## config.mk

```make
export PLATFORM = sky130hd
export DESIGN_NAME = alu_ctrl
export DESIGN_NICKNAME = d
export VERILOG_FILES = /design/src/rtl/alu_ctrl_pkg.sv /design/src/rtl/alu.sv /design/src/rtl/alu_ctrl.sv
export SDC_FILE = /design/constraint.sdc
export NUM_CORES = 1
export LEC_CHECK = 0
export CAP_MARGIN = 20
export CORE_AREA = 8 8 155 157
export CTS_CLUSTER_DIAMETER = 40
export DETAILED_ROUTE_END_ITERATION = 16
export DIE_AREA = 0 0 163 165
export MAX_ROUTING_LAYER = met4
export PLACE_DENSITY = 0.49
export SETUP_SLACK_MARGIN = 0.1
export SYNTH_ARGS = -nofsm -noshare
export SYNTH_HDL_FRONTEND = slang
export SYNTH_SLANG_ARGS = --single-unit
```

## constraint.sdc

```tcl
create_clock -name clk -period 5.1 [get_ports clk]
set_input_delay 0.765 -clock clk [delete_from_list [all_inputs] [get_ports clk]]
set_output_delay 0.765 -clock clk [all_outputs]
set_load 0.02 [all_outputs]
```

## src/rtl/alu_ctrl_pkg.sv

```systemverilog
// Shared types and constants for the alu_ctrl sequencer and its alu datapath.
package alu_ctrl_pkg;

  localparam int WIDTH     = 8;
  localparam int REG_COUNT = 4;

  typedef enum logic [1:0] {
    IDLE = 2'd0,
    EXEC = 2'd1,
    MUL  = 2'd2,
    DONE = 2'd3
  } state_t;

  localparam logic [3:0] OP_ADD  = 4'h0;
  localparam logic [3:0] OP_SUB  = 4'h1;
  localparam logic [3:0] OP_AND  = 4'h2;
  localparam logic [3:0] OP_OR   = 4'h3;
  localparam logic [3:0] OP_XOR  = 4'h4;
  localparam logic [3:0] OP_SHL  = 4'h5;
  localparam logic [3:0] OP_SHR  = 4'h6;
  localparam logic [3:0] OP_PASS = 4'h7;
  localparam logic [3:0] OP_LDI  = 4'hE;
  localparam logic [3:0] OP_MUL  = 4'hF;

endpackage

```

## src/rtl/alu.sv

```systemverilog
// Combinational 8-bit ALU: carry is carry-out for ADD, borrow for SUB,
// and the shifted-out bit for shifts; unassigned opcodes yield zero.
module alu #(
  parameter int WIDTH = 8
) (
  input  logic [WIDTH-1:0] i_a,
  input  logic [WIDTH-1:0] i_b,
  input  logic [3:0]       i_op,
  output logic [WIDTH-1:0] o_result,
  output logic             o_zero,
  output logic             o_carry
);
  import alu_ctrl_pkg::*;

  logic [WIDTH:0] w_wide;

  always_comb begin
    w_wide = '0;
    case (i_op)
      OP_ADD:  w_wide = {1'b0, i_a} + {1'b0, i_b};
      OP_SUB:  w_wide = {1'b0, i_a} - {1'b0, i_b};
      OP_AND:  w_wide = {1'b0, i_a & i_b};
      OP_OR:   w_wide = {1'b0, i_a | i_b};
      OP_XOR:  w_wide = {1'b0, i_a ^ i_b};
      OP_SHL:  w_wide = {i_a, 1'b0};
      OP_SHR:  w_wide = {i_a[0], 1'b0, i_a[WIDTH-1:1]};
      OP_PASS: w_wide = {1'b0, i_a};
      default: w_wide = '0;
    endcase
  end

  assign o_result = w_wide[WIDTH-1:0];
  assign o_carry  = w_wide[WIDTH];
  assign o_zero   = (w_wide[WIDTH-1:0] == '0);

endmodule

```

## src/rtl/alu_ctrl.sv

```systemverilog
// Command sequencer around the alu: register file, single-cycle ops, LDI,
// and an 8-iteration shift-add multiply that reuses the ALU's ADD.
module alu_ctrl #(
  parameter int WIDTH     = 8,
  parameter int REG_COUNT = 4
) (
  input  logic             clk,
  input  logic             rst,
  input  logic             cmd_valid,
  output logic             cmd_ready,
  input  logic [3:0]       cmd_op,
  input  logic [1:0]       cmd_rd,
  input  logic [1:0]       cmd_rs,
  input  logic [1:0]       cmd_rt,
  input  logic [WIDTH-1:0] cmd_imm,
  output logic             done,
  output logic [WIDTH-1:0] rsp_result,
  output logic             rsp_zero,
  output logic             rsp_carry,
  output logic             busy
);
  import alu_ctrl_pkg::*;

  state_t r_state, w_state_nxt;

  logic [WIDTH-1:0] r_regs [REG_COUNT];
  logic [3:0]       r_op;
  logic [1:0]       r_rd;
  logic [WIDTH-1:0] r_imm, r_opa, r_opb;
  logic [WIDTH-1:0] r_acc, r_mcand, r_mplier;
  logic [2:0]       r_cnt;
  logic             r_ovf, r_lost;

  logic             w_accept;
  logic [WIDTH-1:0] w_alu_a, w_alu_b, w_alu_result, w_acc_nxt;
  logic [3:0]       w_alu_op;
  logic             w_alu_zero, w_alu_carry, w_ovf_nxt;

  assign cmd_ready = (r_state == IDLE) && !rst;
  assign w_accept  = cmd_valid && cmd_ready;
  assign done      = (r_state == DONE);
  assign busy      = (r_state != IDLE);

  // In MUL the ALU is borrowed as the accumulator adder.
  assign w_alu_a  = (r_state == MUL) ? r_acc   : r_opa;
  assign w_alu_b  = (r_state == MUL) ? r_mcand : r_opb;
  assign w_alu_op = (r_state == MUL) ? OP_ADD  : r_op;

  alu #(.WIDTH(WIDTH)) u_alu (
    .i_a      (w_alu_a),
    .i_b      (w_alu_b),
    .i_op     (w_alu_op),
    .o_result (w_alu_result),
    .o_zero   (w_alu_zero),
    .o_carry  (w_alu_carry)
  );

  // Bits already shifted out of mcand make any later partial product overflow.
  assign w_acc_nxt = r_mplier[0] ? w_alu_result : r_acc;
  assign w_ovf_nxt = r_ovf | (r_mplier[0] & (w_alu_carry | r_lost));

  always_ff @(posedge clk) begin
    if (rst) r_state <= IDLE;
    else     r_state <= w_state_nxt;
  end

  always_comb begin
    w_state_nxt = r_state;
    case (r_state)
      IDLE: if (w_accept) w_state_nxt = (cmd_op == OP_MUL) ? MUL : EXEC;
      EXEC: w_state_nxt = DONE;
      MUL:  if (r_cnt == 3'd7) w_state_nxt = DONE;
      DONE: w_state_nxt = IDLE;
      default: w_state_nxt = IDLE;
    endcase
  end

  always_ff @(posedge clk) begin
    if (rst) begin
      for (int i = 0; i < REG_COUNT; i++) r_regs[i] <= '0;
      rsp_result <= '0;
      rsp_zero   <= 1'b0;
      rsp_carry  <= 1'b0;
      r_op       <= '0;
      r_rd       <= '0;
      r_imm      <= '0;
      r_opa      <= '0;
      r_opb      <= '0;
      r_acc      <= '0;
      r_mcand    <= '0;
      r_mplier   <= '0;
      r_cnt      <= '0;
      r_ovf      <= 1'b0;
      r_lost     <= 1'b0;
    end else begin
      case (r_state)
        IDLE: begin
          if (w_accept) begin
            r_op     <= cmd_op;
            r_rd     <= cmd_rd;
            r_imm    <= cmd_imm;
            r_opa    <= r_regs[cmd_rs];
            r_opb    <= r_regs[cmd_rt];
            r_acc    <= '0;
            r_mcand  <= r_regs[cmd_rs];
            r_mplier <= r_regs[cmd_rt];
            r_cnt    <= '0;
            r_ovf    <= 1'b0;
            r_lost   <= 1'b0;
          end
        end
        EXEC: begin
          if (r_op == OP_LDI) begin
            r_regs[r_rd] <= r_imm;
            rsp_result   <= r_imm;
            rsp_zero     <= (r_imm == '0);
            rsp_carry    <= 1'b0;
          end else begin
            r_regs[r_rd] <= w_alu_result;
            rsp_result   <= w_alu_result;
            rsp_zero     <= w_alu_zero;
            rsp_carry    <= w_alu_carry;
          end
        end
        MUL: begin
          r_acc    <= w_acc_nxt;
          r_ovf    <= w_ovf_nxt;
          r_lost   <= r_lost | r_mcand[WIDTH-1];
          r_mcand  <= r_mcand << 1;
          r_mplier <= r_mplier >> 1;
          r_cnt    <= r_cnt + 3'd1;
          if (r_cnt == 3'd7) begin
            r_regs[r_rd] <= w_acc_nxt;
            rsp_result   <= w_acc_nxt;
            rsp_zero     <= (w_acc_nxt == '0);
            rsp_carry    <= w_ovf_nxt;
          end
        end
        default: ;
      endcase
    end
  end

endmodule

```

==> flow_metrics.tcl, run 1 <==
set metrics [dict create \
    cts_tree "done" \
    dp_hpwl_um 14320 \
    fin_skew_ps 9.783 \
    finalSetupTns_ps 0 \
    design_area_um2 7188 \
    syn_nets 754 \
    rsz0062_at_grt "no" \
    synth_area_leader_cell "dfxtp_1" \
    die-height_um 165 \
    worst_pin_slew_ps 919.8 \
    ant_nets 0 \
    worstPathRequired_ps 5200 \
    via_count 5282 \
    regArea_um2 2382 \
    io_pins 34 \
    yosysMostFrequentCell "nand2_1" \
    cts.sinks 103 \
    antennaDiodeCount 0 \
    grt_pass1_wl_um 30710 \
    cts_hold_buf 0 \
    synth_xor_area_share_pct 1.388 \
    min_delay_path_depth 2 \
    ys_top_cells_by_count "nand2_1 (103), nor2_1 (97), dfxtp_1 (71)" \
    synth-compound-area-share_pct 16.76 \
    netlist_instances 705 \
    gr-total-overflow 0 \
    cp-start-kind "flip-flop" \
    n_fill_cell 2245 \
    cts_resized 0 \
    die_area_um2 26900 \
    syn-cell-area_um2 6310 \
    power_density_nw_per_um2 555.0 \
    vias_per_cell 5.277 \
    fmax_mhz 224.1 \
    path_max_fanout 20 \
    worst_hold_path_type "reg -> reg" \
    core_area_um2 21490 \
    synthMuxAreaShare_pct 9.280 \
    synth-adder-area-share_pct 5.671 \
    antenna_found_initial 0 \
    wl_per_cell_um 19.41 \
    initialDrtViolationCount 478 \
    synth_top_family_by_area "simple AND/OR/NAND/NOR gates" \
    status "finished clean" \
    hold_viol 0 \
    ys_ff_latch 103 \
    initial_core_util_pct 29.37 \
    cts_post_setup_buffers_inserted 0 \
    clockBufferDepth 2 \
    grt_pass1_vias 5234 \
    critPathKind "reg -> reg" \
    layout_min_cycle_time_ps 4462 \
    dr.pass1.iters 4 \
    async_flop_share_pct 0 \
    cp.arrival_ps 4560 \
    clock_latency_ps 360 \
    clock_tree.root_cell "clkbuf_16" \
    worst_setup_path_end_kind "flip-flop" \
    grt_max_degree 47 \
    max_stage_delay_ps 670 \
    fp-row-count 54 \
    yosys.area_share.simple_pct 24.31 \
    leakage_nw 2.753 \
    drive_gt1_share_pct 10.12 \
    multiInputGateArea_um2 3627 \
    h-tree-depth 3 \
    syn_to_final_growth_pct 13.92 \
    drt_wl_total_um 19430 \
    setup_viol 0 \
    max_cap_viol_count 0 \
    final_nets 765 \
    post_dp_cell_area_um2 6904 \
    io_buffers 33 \
    ys_warn_count 0 \
    die_w_um 163 \
    grt_usage_pct 15.27 \
    syn_avg_cell_area_um2 8.950 \
    synth_edf_count 32 \
    ys.flop_type "dfxtp_1" \
    synth.area.top_cells "dfxtp_1 (23%), edfxtp_1 (15%), nand2_1 (6.1%)" \
    ys_types 83 \
    reg2reg_depth 13 \
    path_clk_slew_ps 70 \
    place.gp.congestion 0.8940 \
    peakVddDrop_mv 0.2031 \
    yosysSeqAreaShare_pct 37.76 \
    cts_buffers 9 \
    slowest_stage "or4_1" \
    drv_slew 0 \
    route.detailed.drc 0 \
    post-route-period-util_pct 87.48 \
    maxSlewHeadroom_pct 38.68 \
    synth_top_area_share_pct 22.53 \
    path_cells "inv_1 -> ha_2 -> or4_1 -> o311ai_0 -> xnor2_1 -> ha_1 -> nand2_1 -> o31ai_1 -> xor2_1 -> a2111oi_2 -> a21oi_1 -> a22oi_1 -> nor2_1" \
]
## worst max-delay path: cells and delay by family (launching register included)
family	cells	cell delay (ps)
compound gates	5	1820
xor+xnor	2	270
fa+ha+maj	2	750
buf+inv	1	90
flops	1	380
simple gates	3	880
## kinds of logic after synthesis
kind of cell               Yosys count
and+or+nand+nor                    308
adders and majority gates           28
xor gates and xnor gates            10
AOI/OAI and AO/OA                  142
muxes                               38
buffers and inverters               76
DFF                                103
## power by group
part / total [mW] / internal, mW / switching, mW / leakage, nW
registers: 1.11 / 0.984 / 0.128 / 0.911
clock network: 0.671 / 0.336 / 0.335 / 0.127
logic: 2.21 / 0.859 / 1.35 / 1.72
total: 3.99 / 2.18 / 1.81 / 2.75
## path summary, 6_finish.rpt
| kind | startpoint | end | slack (ps) |
|---|---|---|---|
| worst max register to register | r_state[0] | r_regs[1][3] | 640 |
| worst min register to register | r_opb[7] | r_opb[7] | 470 |
| worst max-delay path | r_state[0] | r_regs[1][3] | 640 |
| worst min-delay path | r_opb[7] | r_opb[7] | 470 |
## state kept, by name (all words and copies together) (netlist names), 2 cells and up
register / cells
r_cnt: 3
rsp_result: 8
r_state: 2
r_acc: 8
r_regs: 32
r_opb: 8
r_opa: 8
r_mcand: 8
r_mplier: 8
r_rd: 2
r_imm: 8
r_op: 4
## cell type report
class,instances,area share (%)
Sequential cell,103,33.14
Multi-Input combinational cell,526,50.46
Tap cell,280,4.874
Clock inverter,7,0.8181
Timing Repair Buffer,45,5.953
Inverter,31,1.619
Clock buffer,9,3.133
## layout by cell type, fill, tap and decap left out, drive strengths merged, types with 3 or more instances in the layout
cell type      Yosys  layout
mux2i             18      18
o22ai              4       4
and3               4       4
mux4              16      16
nor2              97      97
dfxtp             71      71
or3                4       4
a21o               3       3
nor3b              4       4
a21boi             5       5
and2               3       3
a32oi              3       3
xnor2              8       8
nor3              13      13
a21oi             34      34
o31ai              5       5
o21ai             13      13
o21a               3       3
ha                27      27
nor2b              7       7
clkbuf            32       9
inv               31      32
mux2               4       4
a211oi            10      10
clkinvlp           0       4
nand4              3       3
nand2b            10      10
a311oi            14      14
or2                4       4
nor4               5       5
a2111oi            3       3
nand2            103     103
nand3             12      12
nand3b            26      26
edfxtp            32      32
clkdlybuf4s50      0      32
buf               13      13
a22oi             20      20
## metal layers
metal | track usage, % | wire length, um | vias up
li1 | - | - | 2576
met1 | 19.79 | 9257 | 2560
met2 | 24.25 | 9147 | 128
met3 | 2.542 | 732 | 18
met4 | 4.212 | 295 | 0
met5 | - | 0 | -
## stage by stage
stage	setup slack, ps	cells	total power [mW]	utilization [%]	hold WS (ps)
6_report	638.4	1001	3.989	33.46	473.5
5_1_grt	319.4	1001	4.271	33.46	508.3
4_1_cts	713.3	1001	3.998	33.46	484.8
3_5_place_dp	737.5	985	3.307	32.13	462.1
3_3_place_gp	742.3	985	3.334	32.13	450.0
2_1_floorplan	823.7	705	2.681	-	435.7
No activity file was read; power rests on OpenSTA's default activity.
==> run 2: changes to the inputs <==
Settings changed: SLEW_MARGIN from default to 15.
==> results of run 2 <==
Final layout, timing and power as in run 1 (identical DEF).
==> run 3: changes to the inputs <==
Settings changed: CORE_AREA 8 8 155 157 to 8 8 128 130, DIE_AREA 0 0 163 165 to 0 0 136 138, PLACE_DENSITY 0.49 to 0.66.
Clock period 5.1 ns to 5.2 ns, I/O delays scaled along.
==> flow_metrics.tcl, run 3 (synthesis gave the netlist of run 1 again) <==
set metrics [dict create \
    status "finished clean" \
    antenna_found_initial 0 \
    peakVddDrop_mv 0.2491 \
    core_area_um2 14310 \
    io_pins 34 \
    grt_max_degree 82 \
    crit_path_end "r_regs[2][7]" \
    die_w_um 136 \
    setup_viol 0 \
    cpMostUsedCell "nor2_1" \
    initial_core_util_pct 44.08 \
    finalPower_mw 3.917 \
    place_ws_ps 616.0 \
    dr.pass1.iters 5 \
    post-route-period-util_pct 90.77 \
    place.gp.congestion 0.9652 \
    io_buffers 33 \
    comb_power_share_pct 55.7 \
    timing.rr.start "r_state[0]" \
    top_register "r_regs" \
    clockBufferDepth 2 \
    reg2reg_to "r_regs[2][7]" \
    via_count 5426 \
    slowest_stage "a22oi_1" \
    dp_hpwl_um 13410 \
    swShare_pct 45.56 \
    h-tree-depth 3 \
    maxSlewHeadroom_pct 46.90 \
    worst_setup_path_end_kind "flip-flop" \
    die-height_um 138 \
    largest_reg_flops 32 \
    path_clk_slew_ps 80 \
    final_nets 767 \
    timing.hold.ws_ps 472.5 \
    layout_common_cells "nand2_1 (103), nor2_1 (96), dfxtp_1 (71), a21oi_1 (33)" \
    clock_tree.root_cell "clkbuf_16" \
    fp-row-count 44 \
    worst_hold_path_type "reg -> reg" \
    rsz0062_at_grt "no" \
    drv_slew 0 \
    max_stage_delay_ps 500 \
    path_max_fanout 25 \
    route.detailed.drc 0 \
    reg2reg_slack_ps 480 \
    cts_tree "done" \
    hold_viol 0 \
    syn_to_final_growth_pct 12.16 \
    cts.sinks 103 \
    initialDrtViolationCount 423 \
    worst_pin_slew_ps 796.5 \
    grt_pass1_wl_um 28340 \
    fmax_mhz 211.9 \
    cts_hold_buf 0 \
    layout_min_cycle_time_ps 4720 \
    ant_nets 0 \
    finalSetupTns_ps 0 \
    fin_skew_ps 11.97 \
    antennaDiodeCount 0 \
    cp-start-kind "flip-flop" \
    internal_power_mw 2.133 \
    grt_usage_pct 19.53 \
    clock_latency_ps 350 \
    cts_buffers 9 \
    grt_pass1_vias 5236 \
    vias_per_cell 5.982 \
    clkPwrFrac_pct 16.8 \
    critPathKind "reg -> reg" \
    cts_resized 0 \
    p_sw_mw 1.785 \
    drive_gt1_share_pct 10.24 \
    drt_wl_total_um 18060 \
    cts_post_setup_buffers_inserted 0 \
    die_area_um2 18770 \
    reg2reg_depth 15 \
    gr-total-overflow 0 \
    cp.arrival_ps 4800 \
    wl_per_cell_um 19.91 \
    power_density_nw_per_um2 553.5 \
    path_cells "inv_1 -> ha_2 -> buf_4 -> mux2i_1 -> o211a_1 -> nor2_1 -> xnor2_1 -> ha_1 -> o21ai_0 -> or2_2 -> a31oi_1 -> a211oi_1 -> a31oi_2 -> a22oi_1 -> nor2_1" \
    critPathLaunch "r_state[0]" \
    layout_commonest_cell "nand2_1" \
    fin_ws_ps 480.1 \
    leakage_nw 2.775 \
    worstPathRequired_ps 5280 \
    max_cap_viol_count 0 \
    p_seq_share_pct 27.5 \
]
==> run 3: changes by cell type in the layout (fill, tap and decap cells not counted), sizes merged <==
cell / before / now
buf: 13 / 15
clkinv: 2 / 3
clkinvlp: 4 / 1
inv: 32 / 34
==> run 3: how the worst min path moves through the flow <==
| stage | depth (start not counted) | slack, ps | from | end |
|---|---|---|---|---|
| floorplan | 2 | 440 | r_opb[7] | r_opb[7] |
| global placement | 2 | 460 | r_opb[7] | r_opb[7] |
| detailed placement | 2 | 460 | r_opb[4] | r_opb[4] |
| CTS | 2 | 470 | r_opb[4] | r_opb[4] |
| global route | 2 | 490 | r_opb[4] | r_opb[4] |
| finish | 2 | 470 | r_opb[4] | r_opb[4] |
==> run 3: power by group through the flow <==
| stage | Sequential (mW) | Combinational, mW | Clock [mW] |
|---|---|---|---|
| after floorplan | 1.08 | 1.55 | 0 |
| after global placement | 1.09 | 2.13 | 0 |
| after detailed placement | 1.09 | 2.13 | 0 |
| after CTS | 1.07 | 2.15 | 0.666 |
| after global routing | 1.09 | 2.37 | 0.696 |
| final | 1.08 | 2.18 | 0.660 |
==> run 3: area by class of cell <==
class | instances | area, um2
Tap cell | 184 | 230.2
Timing Repair Buffer | 47 | 430.4
Inverter | 31 | 116.4
Fill cell | 1391 | 7237
Clock buffer | 9 | 225.2
Sequential cell | 103 | 2382
Clock inverter | 7 | 65.06
Multi-Input combinational cell | 526 | 3627
==> run 3: per-stage QoR <==
| step | cell area, um2 | cells | util [%] |
|---|---|---|---|
| floorplan | 6310 | 705 | - |
| global placement | 6787 | 891 | 47.41 |
| detailed placement | 6787 | 891 | 47.41 |
| CTS | 7077 | 907 | 49.44 |
| global route | 7077 | 907 | 49.44 |
| finish | 7077 | 907 | 49.44 |
==> run 3: critical path: cells and delay by family, from the launching register on <==
kind	cells	cell delay, ps
xor+xnor	1	160
buf+inv	2	490
mux	1	430
simple gates	3	340
compound gates	6	1870
flops	1	340
fa+ha+maj	2	790
==> run 3: per-layer routing <==
layer	vias to the layer above	global-route usage (%)	share of wire (%)
li1	2584	-	-
met1	2617	25.53	46
met2	191	30.02	47
met3	34	3.043	4.8
met4	0	6.825	2.5
met5	-	-	0
